`src/rtl/dma_mem_slave.sv`:
```
// DMA slave memory model: parametrised depth/width, independent read/write wait states,
// half-word write enables, priority wait bypass and error response on unmapped addresses.
module dma_mem_slave #(
  parameter int DATA      = 16,
  parameter int ADD       = 4,
  parameter int MEM_SIZE  = 16,
  parameter int RD_WAIT   = 4,
  parameter int WR_WAIT   = 3,
  parameter int INIT_BASE = 'h20
) (
  input  logic            clk,
  input  logic            reset,
  input  logic            dma_en,
  input  logic [ADD-1:0]  dma_addr,
  input  logic [DATA-1:0] dma_din,
  input  logic [1:0]      dma_we,
  input  logic            dma_priority,
  output logic            dma_ready,
  output logic            dma_resp,
  output logic [DATA-1:0] dma_out
);

  localparam int          DEPTH       = 2**ADD;
  localparam int          HALF        = DATA / 2;
  localparam logic [3:0]  LP_RD_WAIT  = 4'(RD_WAIT);
  localparam logic [3:0]  LP_WR_WAIT  = 4'(WR_WAIT);
  localparam logic [ADD:0] LP_MEM_SIZE = (ADD+1)'(MEM_SIZE);

  typedef enum logic [1:0] {
    ST_IDLE = 2'd0,
    ST_WAIT = 2'd1,
    ST_ACK  = 2'd2
  } state_t;

  state_t          r_state;
  logic [3:0]      r_cnt;
  logic [1:0]      r_we;
  logic [DATA-1:0] r_mem [DEPTH];

  logic [3:0]      w_wait;
  logic            w_unmapped;

  // Wait count chosen at request sampling; priority bypasses all wait states.
  assign w_wait     = dma_priority ? 4'd0 : ((dma_we == 2'b00) ? LP_RD_WAIT : LP_WR_WAIT);
  assign w_unmapped = ({1'b0, dma_addr} >= LP_MEM_SIZE);

  // Request FSM, registered handshake outputs and the memory array.
  always_ff @(posedge clk or negedge reset) begin
    if (!reset) begin
      r_state   <= ST_IDLE;
      r_cnt     <= 4'd0;
      r_we      <= 2'b00;
      dma_ready <= 1'b0;
      dma_resp  <= 1'b0;
      dma_out   <= {DATA{1'b0}};
      for (int i = 0; i < DEPTH; i++) begin
        r_mem[i] <= DATA'(INIT_BASE + i);
      end
    end else begin
      case (r_state)
        ST_IDLE: begin
          dma_ready <= 1'b0;
          dma_resp  <= 1'b0;
          if (dma_en) begin
            r_we  <= dma_we;
            r_cnt <= w_wait;
            if (w_wait == 4'd0) begin
              r_state   <= ST_ACK;
              dma_ready <= 1'b1;
              dma_resp  <= w_unmapped;
            end else begin
              r_state <= ST_WAIT;
            end
          end else begin
            r_state <= ST_IDLE;
          end
        end
        ST_WAIT: begin
          if (!dma_en) begin
            // Master withdrew the request: abort silently.
            r_state <= ST_IDLE;
            r_cnt   <= 4'd0;
          end else if (r_cnt == 4'd1) begin
            r_state   <= ST_ACK;
            r_cnt     <= 4'd0;
            dma_ready <= 1'b1;
            dma_resp  <= w_unmapped;
          end else begin
            r_cnt <= r_cnt - 4'd1;
          end
        end
        ST_ACK: begin
          r_state   <= ST_IDLE;
          dma_ready <= 1'b0;
          dma_resp  <= 1'b0;
          if (dma_en) begin
            if (r_we == 2'b00) begin
              dma_out <= w_unmapped ? {DATA{1'b0}} : r_mem[dma_addr];
            end else if (!w_unmapped) begin
              if (r_we[1]) begin
                r_mem[dma_addr][DATA-1:HALF] <= dma_din[DATA-1:HALF];
              end
              if (r_we[0]) begin
                r_mem[dma_addr][HALF-1:0] <= dma_din[HALF-1:0];
              end
            end
          end
        end
        default: begin
          r_state   <= ST_IDLE;
          r_cnt     <= 4'd0;
          dma_ready <= 1'b0;
          dma_resp  <= 1'b0;
        end
      endcase
    end
  end

endmodule

```
`config.mk`:
```
export PLATFORM = sky130hd
export DESIGN_NAME = dma_mem_slave
export DESIGN_NICKNAME = d
export VERILOG_FILES = /design/src/rtl/dma_mem_slave.sv
export SDC_FILE = /design/constraint.sdc
export NUM_CORES = 1
export LEC_CHECK = 0
export BUFFER_PORTS_ARGS = -buffer_cell sky130_fd_sc_hd__buf_2
export CAP_MARGIN = 25
export CORE_ASPECT_RATIO = 1.75
export CORE_MARGIN = 4
export CORE_UTILIZATION = 33
export CTS_BUF_LIST = sky130_fd_sc_hd__clkbuf_16
export DETAILED_ROUTE_END_ITERATION = 8
export SYNTH_ARGS = -nofsm -noshare
export SYNTH_HDL_FRONTEND = slang
export SYNTH_SLANG_ARGS = --single-unit
```
`constraint.sdc`:
```
create_clock -name clk -period 1.7 [get_ports clk]
set_clock_uncertainty 0.05 [all_clocks]
set_input_delay 0.34 -clock clk [delete_from_list [all_inputs] [get_ports clk]]
set_output_delay 0.34 -clock clk [all_outputs]
set_load 0.1 [all_outputs]
```
==> results of run 1 <==
flip-flops by register name (all words and copies together), names as in the netlist:
signal,flops
r_mem,256
r_state,2
dma_out,16
r_we,2
dma_ready,1
r_cnt,4
area by class of cell:
class	count	area, µm²
clock buffer	28	700.7
antenna	1	2.502
multi-input combinational	475	6534
inverter	3	11.26
sequential	281	7092
clock inverter	22	130.1
timing repair buffer	165	1841
tap	485	606.8
fill	3364	21480
synth_stat cells (all sizes together) (2+ instances only):
cell,n
mux4,63
ha,2
or3,2
o22ai,17
nand3b,5
nand4,2
dfstp,48
or2,2
nand2,10
o21ai,2
mux2i,17
nor3b,2
dfrtp,233
inv,3
mux2,259
a21o,15
nand3,5
nor2,27
o21bai,2
nand2b,4
clkbuf,32
nand4b,2
buf,22
nor2b,5
a211oi,15
layer usage:
metal / wire length, µm / share of wire
met5: 19 / 0.00057
met4: 1091 / 0.033
met3: 953 / 0.028
met2: 18250 / 0.54
met1: 13250 / 0.39
critical path, delay by kind of cell (launching register included):
family	cells	cell delay [ns]
AND/OR/NAND/NOR	3	0.93
flip-flops	1	0.37
multiplexers	1	0.33
buffers and inverters	1	0.16
timing repair:
item	in CTS	in global routing
setup endpoints to repair	288	276
pin swaps	28	18
gates cloned	2	0
endpoints found under the hold margin	34	0
gates resized for setup	189	61
setup buffers	7	5
hold buffers	2	0
stage by stage:
| stage | cell area [µm²] | cells | utilization | hold WS [ns] | TNS, ns |
|---|---|---|---|---|---|
| floorplan | 13100 | 813 | - | -0.005591 | -14.58 |
| global placement | 14960 | 1397 | 0.3895 | 0.2468 | -53.42 |
| detailed placement | 14960 | 1397 | 0.3895 | 0.2489 | -54.50 |
| global route | 16920 | 1459 | 0.4406 | 0.03896 | -44.67 |
| CTS | 16640 | 1457 | 0.4335 | 0.002828 | -43.70 |
| finish | 16920 | 1460 | 0.4406 | 0.04388 | -28.28 |
cell families (layout without fill, tap and decap cells):
logic type | after synthesis | count (layout) | share of synthesized area
adder cells (fa/ha/maj) | 2 | 2 | 0.001947
other | 1 | 2 | 0.0002918
flip-flops | 281 | 281 | 0.5519
multiplexers | 339 | 339 | 0.3506
AND/OR/NAND/NOR | 74 | 74 | 0.04138
buffers and inverters | 57 | 218 | 0.02123
AO/OA/AOI/OAI | 59 | 59 | 0.03262
power breakdown:
group          switching (mW)  internal, mW
logic                    2.02          1.44
clock network            2.63          3.13
registers               0.385          7.42
cell usage in the layout, fill, tap and decap left out, types with 17 or more instances in the layout:
cell type	Yosys	layout
buf_12	0	42
buf_2	13	22
buf_4	7	78
clkbuf_16	0	28
dfrtp_1	233	233
dfstp_2	48	48
mux2_2	257	74
mux2_4	0	185
mux2i_1	17	17
mux4_2	63	63
nor2_4	0	20
path summary, 6_finish.rpt:
kind / start / endpoint / slack (ns) / depth (start not counted)
max: r_state[0]$_DFFE_PN0P_ / r_mem[189]$_DFFE_PN0P_ / -0.25 / 5
min: dma_we[0] / r_we[0]$_DFFE_PN0P_ / 0.04 / 2
max reg2reg: r_state[0]$_DFFE_PN0P_ / r_mem[189]$_DFFE_PN0P_ / -0.25 / 5
min reg2reg: dma_out[1]$_DFFE_PN0P_ / dma_out[1]$_DFFE_PN0P_ / 0.43 / 1
max in group asynchronous: reset / r_mem[83]$_DFFE_PN1P_ / 0.72 / 3
min in group asynchronous: reset / r_cnt[2]$_DFFE_PN0P_ / 0.23 / 2
==> results_dict.tcl, run 1 <==
set metrics [dict create \
    pre_cts_slack_ns -0.3768 \
    post-route-drc-count 0 \
    grtUsageMet2 0.2961 \
    ios 44 \
    grt_setup_unrepaired "true" \
    syn_area_per_cell_um2 15.81 \
    synthArstFlopShare 1.000 \
    busiest_layer "met2" \
    violations "negative setup slack" \
    synthTopCellsByArea "dfrtp_1, mux2_2, mux4_2, dfstp_2, mux2i_1" \
    worstMarginPinSlew_ns 0.5277 \
    drt_iter0_markers 318 \
    hold_viol 0 \
    status "finished with violations" \
    peakVddDrop_mv 1.110 \
    grt_pass1_vias 8570 \
    h-tree-depth 1 \
    grt_pass1_wl_um 52430 \
    synth_nets 841 \
    fmax_mhz 512.5 \
    ys.flop_type "dfrtp_1" \
    vias_per_cell 5.216 \
    powerDensity_nw_per_um2 1006 \
    cp.arrival_ns 2.34 \
    worst_slack_ns -0.2512 \
    die_w_um 157.2 \
    synthCells 813 \
    nets 982 \
    detail-route-antenna-nets 0 \
    post-route-period-util 1.148 \
    routed_wl_um 33560 \
    grt_overflow 0 \
    ys_ff_latch 281 \
    die_y_um 269.0 \
    crit_path_cell_trace "and4b_2, or3b_4, buf_8, nor2_8, mux2_4" \
    cp-end-kind "flip-flop" \
    critical-path-max-stage-delay_ns 0.39 \
    clockRootBuffer "clkbuf_16" \
    cts_max_path_buffers 3 \
    antenna_found_initial 2 \
    grt_usage 0.1602 \
    cp-start-kind "flip-flop" \
    synth.top_cell.area_share 0.4537 \
    dr.pass1.iters 6 \
    max_slew_margin 0.6469 \
    clk_latency_ns 0.56 \
    cts_tree "built" \
    crit_fanout 8 \
    vias 7616 \
    synth_cell_type_count 50 \
    cap_violations 0 \
    dp_hpwl_um 22450 \
    place_congestion 0.7570 \
    setup_viol 257 \
    dieArea_um2 42280 \
    drive_gt1_frac 0.6448 \
    path_class "flip-flop to flip-flop" \
    power_mw 17.03 \
    initial_core_util 0.3347 \
    core_area_um2 38390 \
    synth-seq-area-share 0.5519 \
    fin_crit_ns 1.951 \
    use_met1 0.1925 \
    syn-cell-area_um2 12850 \
    worstPathRequired_ns 2.09 \
    num_rows 95 \
    cts_sinks 281 \
    drv_slew 0 \
    met3_usage 0.01911 \
    numCtsBuffers 28 \
    port_buffers 42 \
    crit_path_top_delay_cell "or3b_4" \
    worstHoldPathType "input pin to flip-flop" \
    areaGrowthSynthToFinish_pct 31.66 \
    p_leak_nw 7.765 \
    wire_per_inst_um 22.99 \
    synth_edf_count 0 \
    clk_pin_slew_ns 0.06 \
    yosys.area.top_type "dfrtp_1" \
    yosys_warnings 0 \
    grt_max_degree 50 \
]
No activity file was read; power rests on OpenSTA's default activity.
==> inputs of run 2 (changes only) <==
--- a/config.mk
+++ b/config.mk
@@ -6,11 +6,9 @@
 export NUM_CORES = 1
 export LEC_CHECK = 0
 export BUFFER_PORTS_ARGS = -buffer_cell sky130_fd_sc_hd__buf_2
-export CAP_MARGIN = 25
 export CORE_ASPECT_RATIO = 1.75
 export CORE_MARGIN = 4
 export CORE_UTILIZATION = 33
-export CTS_BUF_LIST = sky130_fd_sc_hd__clkbuf_16
 export DETAILED_ROUTE_END_ITERATION = 8
 export SYNTH_ARGS = -nofsm -noshare
 export SYNTH_HDL_FRONTEND = slang
==> run 2 against run 1 <==
  * The run still ends with negative setup slack left
  * Register-to-register slack hardly changed
  * Routed wire length is 0.24% lower
  * Power is 2.8% higher
  * Die area stayed put
  * Sequential power hardly changed
  * Fmax hardly changed
  * Clock-buffer cell count is 16 higher
  * Sequential share of layout area is 0.17 points lower
  * Core utilization is 0.18 points higher
  * Critical path type unchanged
  * Largest power group unchanged
==> results_dict.tcl, run 2 (same netlist as run 1, synthesis figures left out) <==
set metrics [dict create \
    cp-end-kind "flip-flop" \
    drv_slew 0 \
    port_buffers 42 \
    largest-register "r_mem" \
    crit_path_top_delay_cell "or3b_4" \
    pre_cts_slack_ns -0.3768 \
    nets 981 \
    setup_viol 257 \
    power_switching_mw 5.062 \
    clk_pin_slew_ns 0.06 \
    detail-route-antenna-nets 0 \
    vias 7586 \
    ios 44 \
    cts_sinks 281 \
    worstHoldPathType "input pin to flip-flop" \
    grt_overflow 0 \
    grt_setup_unrepaired "true" \
    areaGrowthSynthToFinish_pct 32.19 \
    vias_per_cell 5.199 \
    max_slew_margin 0.6469 \
    dieArea_um2 42280 \
    clkPwrFrac 0.357 \
    violations "negative setup slack" \
    tns_ns -27.81 \
    crit_fanout 8 \
    worstPathRequired_ns 2.09 \
    die_y_um 269.0 \
    powerDensity_nw_per_um2 1030 \
    post-route-drc-count 0 \
    cp.arrival_ns 2.34 \
    critical-path-max-stage-delay_ns 0.39 \
    clk_latency_ns 0.56 \
    dp_hpwl_um 22450 \
    p_sw_frac 0.2892 \
    grt_max_degree 50 \
    layout_commonest_cell "dfrtp_1" \
    cts_max_path_buffers 3 \
    reg_top3 "r_mem x256, dma_out x16, r_cnt x4" \
    status "finished with violations" \
    clockRootBuffer "clkbuf_16" \
    largest_reg_flops 256 \
    grt_pass1_vias 8571 \
    crit_path_cell_trace "and4b_2, or3b_4, buf_8, nor2_8, mux2_4" \
    worstMarginPinSlew_ns 0.5277 \
    die_w_um 157.2 \
    p_leak_nw 7.778 \
    peakVddDrop_mv 1.110 \
    initial_core_util 0.3347 \
    cap_violations 0 \
    core_area_um2 38390 \
    post-route-period-util 1.148 \
    cp-start-kind "flip-flop" \
    path_class "flip-flop to flip-flop" \
    p_comb_frac 0.197 \
    layout_common_cells "dfrtp_1, mux2_4, buf_4" \
    fmax_mhz 512.3 \
    antenna_found_initial 2 \
    cts_tree "built" \
    grt_pass1_wl_um 52550 \
    h-tree-depth 1 \
    pwr-share-seq 0.446 \
    hold_viol 0 \
    fin_crit_ns 1.952 \
    grt_usage 0.1605 \
    worst_slack_ns -0.2519 \
    num_rows 95 \
    numCtsBuffers 28 \
    drt_iter0_markers 310 \
    drive_gt1_frac 0.6547 \
    p_int_mw 12.44 \
    dr.pass1.iters 4 \
    routed_wl_um 33490 \
    place_congestion 0.7570 \
    wire_per_inst_um 22.95 \
]
-- run 2: worst paths after layout --
| kind | from | to | slack (ns) | depth (start not counted) |
|---|---|---|---|---|
| worst min register to register | dma_out[1]$_DFFE_PN0P_ | dma_out[1]$_DFFE_PN0P_ | 0.43 | 1 |
| worst max-delay path | r_state[0]$_DFFE_PN0P_ | r_mem[188]$_DFFE_PN0P_ | -0.25 | 5 |
| worst max register to register | r_state[0]$_DFFE_PN0P_ | r_mem[188]$_DFFE_PN0P_ | -0.25 | 5 |
| min in group asynchronous | reset | r_cnt[2]$_DFFE_PN0P_ | 0.23 | 2 |
| worst min-delay path | dma_we[0] | r_we[0]$_DFFE_PN0P_ | 0.04 | 2 |
| max in group asynchronous | reset | r_mem[83]$_DFFE_PN1P_ | 0.71 | 3 |
-- run 2: area by class of cell --
| type | instances | area [µm²] |
|---|---|---|
| fill | 3361 | 21410 |
| sequential | 281 | 7092 |
| multi-input combinational | 475 | 6531 |
| timing repair buffer | 164 | 1822 |
| clock buffer | 44 | 850.8 |
| tap | 485 | 606.8 |
| clock inverter | 6 | 70.07 |
| inverter | 3 | 11.26 |
| antenna | 1 | 2.502 |
-- run 2: power groups by stage --
stage | Combinational [mW] | Sequential [mW] | Clock [mW]
4_1_cts | 3.42 | 7.80 | 6.43
6_report | 3.45 | 7.81 | 6.24
3_5_place_dp | 3.10 | 7.89 | 0
5_1_grt | 3.65 | 7.88 | 6.67
2_1_floorplan | 1.25 | 8.80 | 0
3_3_place_gp | 3.06 | 7.87 | 0
-- run 2: per-layer routing --
layer	global-route usage	vias to the layer above	routed length [µm]
li1	-	3319	-
met1	0.1929	4089	13210
met3	0.01911	48	971
met4	0.05190	2	997
met5	0	-	19
met2	0.2967	128	18290
-- run 2: stage by stage --
| step | power (mW) | cell area, µm² | util | hold slack (ns) | std cells |
|---|---|---|---|---|---|
| 3_5_place_dp | 11.00 | 14960 | 0.3895 | 0.2489 | 1397 |
| 3_3_place_gp | 10.92 | 14960 | 0.3895 | 0.2468 | 1397 |
| 6_report | 17.50 | 16990 | 0.4424 | 0.04340 | 1459 |
| 2_1_floorplan | 10.05 | 13100 | - | -0.005591 | 813 |
| 5_1_grt | 18.20 | 16980 | 0.4424 | 0.03896 | 1458 |
| 4_1_cts | 17.64 | 16740 | 0.4360 | 0.002828 | 1457 |
-- run 2: what timing repair did --
action / in CTS / in global routing
endpoints found under the hold margin: 36 / 0
buffers inserted: 7 / 5
hold buffers: 2 / 0
resized for setup: 190 / 59
pin swaps: 27 / 19
setup endpoints to repair: 288 / 276
cloned: 2 / 0
-- run 2: critical path: cells and delay by family, from the launching register on --
| family | cells | cell delay (ns) |
|---|---|---|
| mux | 1 | 0.33 |
| buf+inv | 1 | 0.16 |
| simple gates | 3 | 0.93 |
| flops | 1 | 0.37 |
